===== src/rtl/sdram_cmd_arbiter.sv =====
// N-channel command arbiter feeding SDRAM_16bit: urgent video channel 0 with its own burst counter,
// round-robin or fixed priority among the rest, starvation guard, ack-edge completion and done pulses.
module sdram_cmd_arbiter #(
    parameter int          NCH       = 4,
    parameter int          ADRW      = 18,
    parameter int          VID_WORDS = 3072,
    parameter int unsigned VID_BASE  = 'h37FC0,
    parameter int          STARVE    = 15,
    parameter int          RR_EN     = 1
) (
    input  logic                          clk,
    input  logic                          rst,
    input  logic [NCH-1:0]                req,
    input  logic [2*NCH-1:0]              cmd,
    input  logic [ADRW*NCH-1:0]           addr,
    input  logic                          frame_sync,
    output logic [1:0]                    sys_cmd,
    output logic [ADRW-1:0]               sys_addr,
    input  logic [1:0]                    sys_cmd_ack,
    output logic [NCH-1:0]                grant,
    output logic [NCH-1:0]                done,
    output logic [2:0]                    data_owner,
    output logic [$clog2(VID_WORDS)-1:0]  vid_adr,
    output logic                          busy,
    output logic                          err
);
    localparam int VAW = $clog2(VID_WORDS);
    localparam int SW  = $clog2(STARVE + 1);

    typedef enum logic [1:0] {IDLE, ISSUE, GAP} state_t;

    state_t          state;
    logic            ack_prev;
    logic            ack_edge;
    logic [SW-1:0]   scnt;
    logic [2:0]      rr;
    logic [2:0]      owner;
    logic [2:0]      win;
    logic [NCH-1:0]  win_oh;
    logic [1:0]      wcmd;
    logic [ADRW-1:0] waddr;
    logic [ADRW-1:0] vid_sys_addr;
    logic            others;
    logic            found;

    assign ack_edge     = ack_prev & (sys_cmd_ack != 2'b00);
    assign others       = |req[NCH-1:1];
    assign vid_sys_addr = ADRW'(VID_BASE) + ADRW'(vid_adr);

    // With RR_EN the first pass covers the pointer..top range and the second pass
    // supplies the wrap-around; without it only the second pass (lowest index) applies.
    always_comb begin
        win    = 3'd0;
        found  = 1'b0;
        wcmd   = 2'b00;
        waddr  = '0;
        win_oh = '0;
        if (RR_EN != 0) begin
            for (int i = 1; i < NCH; i++) begin
                if (!found && req[i] && i >= int'(rr)) begin
                    found = 1'b1;
                    win   = 3'(i);
                end
            end
        end
        for (int i = 1; i < NCH; i++) begin
            if (!found && req[i]) begin
                found = 1'b1;
                win   = 3'(i);
            end
        end
        if (req[0] && (!others || int'(scnt) < STARVE))
            win = 3'd0;
        for (int i = 0; i < NCH; i++) begin
            if (win == 3'(i)) begin
                wcmd      = cmd[2*i +: 2];
                waddr     = addr[ADRW*i +: ADRW];
                win_oh[i] = 1'b1;
            end
        end
    end

    always_ff @(posedge clk or negedge rst) begin
        if (!rst) begin
            state      <= IDLE;
            ack_prev   <= 1'b0;
            scnt       <= '0;
            rr         <= 3'd1;
            owner      <= 3'd0;
            sys_cmd    <= 2'b00;
            sys_addr   <= '0;
            grant      <= '0;
            done       <= '0;
            data_owner <= 3'd0;
            vid_adr    <= '0;
            busy       <= 1'b0;
            err        <= 1'b0;
        end else begin
            ack_prev <= (sys_cmd_ack == 2'b00);
            done     <= '0;
            case (state)
                IDLE: begin
                    if (|req) begin
                        sys_cmd  <= wcmd;
                        sys_addr <= (win == 3'd0) ? vid_sys_addr : waddr;
                        grant    <= win_oh;
                        busy     <= 1'b1;
                        owner    <= win;
                        state    <= ISSUE;
                        if (win == 3'd0) begin
                            if (!others)
                                scnt <= '0;
                            else if (int'(scnt) < STARVE)
                                scnt <= scnt + SW'(1);
                        end else begin
                            scnt <= '0;
                            rr   <= (int'(win) == NCH - 1) ? 3'd1 : win + 3'd1;
                        end
                    end
                end
                ISSUE: begin
                    if (ack_edge) begin
                        sys_cmd    <= 2'b00;
                        busy       <= 1'b0;
                        grant      <= '0;
                        data_owner <= owner;
                        state      <= GAP;
                        for (int i = 0; i < NCH; i++)
                            if (owner == 3'(i)) done[i] <= 1'b1;
                        if (sys_cmd_ack != sys_cmd)
                            err <= 1'b1;
                        if (owner == 3'd0)
                            vid_adr <= (vid_adr == VAW'(VID_WORDS - 1)) ? '0 : vid_adr + VAW'(1);
                    end
                end
                GAP:     state <= IDLE;
                default: state <= IDLE;
            endcase
            // A frame restart overrides any increment from a ch0 completion in the same cycle.
            if (frame_sync)
                vid_adr <= '0;
        end
    end

endmodule


===== config.mk =====
export PLATFORM = sky130hd
export DESIGN_NAME = sdram_cmd_arbiter
export DESIGN_NICKNAME = d
export VERILOG_FILES = /design/src/rtl/sdram_cmd_arbiter.sv
export SDC_FILE = /design/constraint.sdc
export NUM_CORES = 1
export LEC_CHECK = 0
export CORE_MARGIN = 2
export CORE_UTILIZATION = 46
export DETAILED_ROUTE_END_ITERATION = 6
export PLACE_DENSITY = 0.86
export SYNTH_ARGS = -nofsm -noshare
export SYNTH_HDL_FRONTEND = slang
export SYNTH_SLANG_ARGS = --single-unit

===== constraint.sdc =====
create_clock -name clk -period 4.05 [get_ports clk]
set_input_delay 0.81 -clock clk [delete_from_list [all_inputs] [get_ports clk]]
set_output_delay 0.81 -clock clk [all_outputs]
set_load 0.005 [all_outputs]

==> impl_metrics.ini <==
[outcome]
status = finished clean

[setup_path]
cp_max_fo = 18
worstPathCellList = clkdlybuf4s50_1 > nor3_1 > o21ai_0 > o221ai_1 > inv_1 > ha_1 > nor2b_1 > buf_4 > a221o_1 > a22oi_1 > o21ai_0
endpoint_kind = register
worstReg2RegEnd = sys_addr[9]$_DFFE_PN0P_
path_common_cell = o21ai_0
crit_path_top_delay_cell = clkdlybuf4s50_1
crit_required_ns = 4.22
r2r_slack_ns = 1.23
start_kind = input port
crit_path_max_incr_delay_ns = 0.49
r2r_start = scnt[0]$_DFFE_PN0P_
path_class = input port to register
cp.arrival_ns = 3.49
ff2ff_path_depth = 11

[clock_network]
clock_sinks = 55
clk_path_buf_depth = 2
cts_tree = yes
root_buffer = clkbuf_8
cts_htree_levels = 2
post_cts_buffers = 0
insertion_delay_ns = 0.31
holdBufCountCts = 0
cts_inserted_buffers = 5
cts_resized = 0
clk_pin_slew_ns = 0.10

[global_route]
grt_pass1_vias = 3029
grt_pass1_wl_um = 14400
antenna_found_initial = 0
grt-ovfl-total = 0
grt_usage_pct = 24.1
grt_max_degree = 36

[die]
die-area_mm2 = 0.00756
core_mm2 = 0.00672
fp.dieW_um = 86.9
die_h_um = 86.9
start_util_pct = 47.1
boundaryPins = 134
num_rows = 30

[final_layout]
nets = 548
syn_to_final_growth_pct = 40.3
postLayoutCoreUtil_pct = 66.1
final_area_mm2 = 0.00444
n_antenna_cell = 0
drive_above_1_share_pct = 5.09

[min_path]
hold_depth = 1
min_path_type = register to register
min-delay-start = err$_DFFE_PN0P_
whs_endpoint = err$_DFFE_PN0P_

[drt]
wire_per_inst_um = 16.7
drtAntennaViolNets = 0
routed_wl_um = 8870
drtIter0Drc = 202
dr.pass1.iters = 5
drc = 0
drt-vias-per-instance = 5.87
vias = 3125

[synth]
async_reset_ff_share_pct = 100
syn_inst = 349
synthTopCellsByCount = dfrtp_1 (54), nand2_1 (42), nor2_1 (21), nand3_1 (20), o21ai_0 (19)
synth_top_area_share_pct = 42.7
ys_ff_latch = 55
synth_area_leaders = dfrtp_1 (43%), nand2_1 (5.0%), a221o_1 (3.8%)
ys_warn_count = 0
yosysMostFrequentCell = dfrtp_1
syn_avg_cell_area_um2 = 9.06
synthMuxAreaShare_pct = 0.316
seq_area_frac_synth_pct = 43.6
synthAdderAreaFrac_pct = 3.16
synthSimpleGateAreaFrac_pct = 22.6
ys_types = 53
synth_top_family_by_area = simple AND/OR/NAND/NOR gates
synth_nets = 446
synth_compound_area_share_pct = 22.5
ys.flop_type = dfrtp_1
synth_xor_area_share_pct = 1.66
synth_edf_count = 0
synth_top_area_cell = dfrtp_1
syn_area_mm2 = 0.00316

[timing]
hold_slack_ns = 0.470
finalSetupViolCount = 0
fin_crit_ns = 3.32
rsz0062_at_grt = false
worst-slew-pin-transition_ns = 0.732
hold_viol = 0
fmax_mhz = 301
fin_tns_setup_ns = 0
fin_crit_sh_pct = 82.0
clock_skew_ns = 0.00804
slew_headroom_pct = 51.1
slew_violations = 0
worst_slack_ns = 0.731

[place]
pre_cts_slack_ns = 0.467
dpl_cell_area_mm2 = 0.00432
port_buffers = 114
gp_congestion = 0.885
dpl.hpwl_um = 6490

[pwr]
vdd_drop_max_mv = 0.217
p_leak_nw = 1.84
p_per_area_mw_per_mm2 = 488

[job]
maxCapViolCount = 0
## routing by layer
metal | part of all wire [%] | global-route usage, % | vias up
met5 | 0 | 0 | -
met4 | 1.5 | 7.10 | 0
met3 | 7.8 | 5.40 | 19
met2 | 52 | 42.6 | 130
met1 | 39 | 29.2 | 1507
li1 | - | - | 1469
## sequential cells by signal, indices dropped and copies added, names as in the netlist
signal	flops
ack_prev	1
busy	1
data_owner	2
done	4
err	1
grant	4
owner	2
rr	2
scnt	4
state	2
sys_addr	18
sys_cmd	2
vid_adr	12
## worst max-delay path by stage
stage | start | end | slack, ns | depth (start not counted)
after floorplan | req[3] | sys_addr[6]$_DFFE_PN0P_ | 1.29 | 11
after detailed placement | req[1] | sys_addr[9]$_DFFE_PN0P_ | 0.47 | 11
final | req[1] | sys_addr[9]$_DFFE_PN0P_ | 0.73 | 11
after CTS | req[1] | sys_addr[9]$_DFFE_PN0P_ | 0.76 | 11
after global placement | req[1] | sys_addr[8]$_DFFE_PN0P_ | 0.59 | 11
after global routing | req[1] | sys_addr[9]$_DFFE_PN0P_ | 0.54 | 11
## placed cells by master, fill, tap and decap left out, types with 2 or more instances in the layout
cell / n
o221ai_1: 2
or3_1: 2
nand2b_1: 14
o211ai_1: 4
a31oi_1: 16
nand2_1: 42
buf_4: 5
or4_1: 3
o22a_1: 3
nor3b_1: 2
clkdlybuf4s50_1: 113
nand3_1: 20
o21a_1: 4
clkbuf_8: 6
nor2_1: 21
nor3_1: 11
o31ai_1: 2
and3_1: 3
ha_1: 8
a21oi_1: 14
dfrtp_1: 54
a221oi_1: 5
a211o_1: 2
o21ai_0: 19
nor2b_1: 7
a22oi_1: 4
inv_1: 15
xnor2_1: 4
nand4_1: 2
a221o_1: 12
a22o_1: 3
xor2_1: 2
a21boi_0: 4
a21o_1: 2
## worst max-delay path, delay by kind of cell
kind / cells / cell delay (ns)
buffers and inverters: 3 / 0.84
AOI/OAI and AO/OA: 5 / 1.03
adders and majority gates: 1 / 0.30
and+or+nand+nor: 2 / 0.50
## cell families (layout without fill, tap and decap cells)
family,Yosys count,after routing
and+or+nand+nor,137,137
muxes,1,1
buffers and inverters,40,143
other,1,1
DFF,55,55
AOI/OAI and AO/OA,101,101
xor gates and xnor gates,6,6
adders and majority gates,8,8
## area by class of cell
class | instances | area (um2)
Fill cell | 582 | 2280
Multi-Input combinational cell | 254 | 1590
Sequential cell | 55 | 1380
Timing Repair Buffer | 120 | 1190
Tap cell | 80 | 100
Clock buffer | 6 | 82.6
Inverter | 15 | 56.3
Clock inverter | 2 | 35.0
## report_power, final
group          total, mW  internal, mW  switching (mW)  leakage (nW)
sequential         0.857         0.725           0.131         0.690
combinational      0.926         0.506           0.419          1.09
clock              0.384         0.200           0.184        0.0612
total               2.17          1.43           0.735          1.84
## stage by stage
step	power (mW)	std cells
6_report	2.17	532
5_1_grt	2.30	532
4_1_cts	2.17	532
3_5_place_dp	1.79	524
2_1_floorplan	1.35	349
3_3_place_gp	1.76	524
Power figures use the tool's default switching activity.
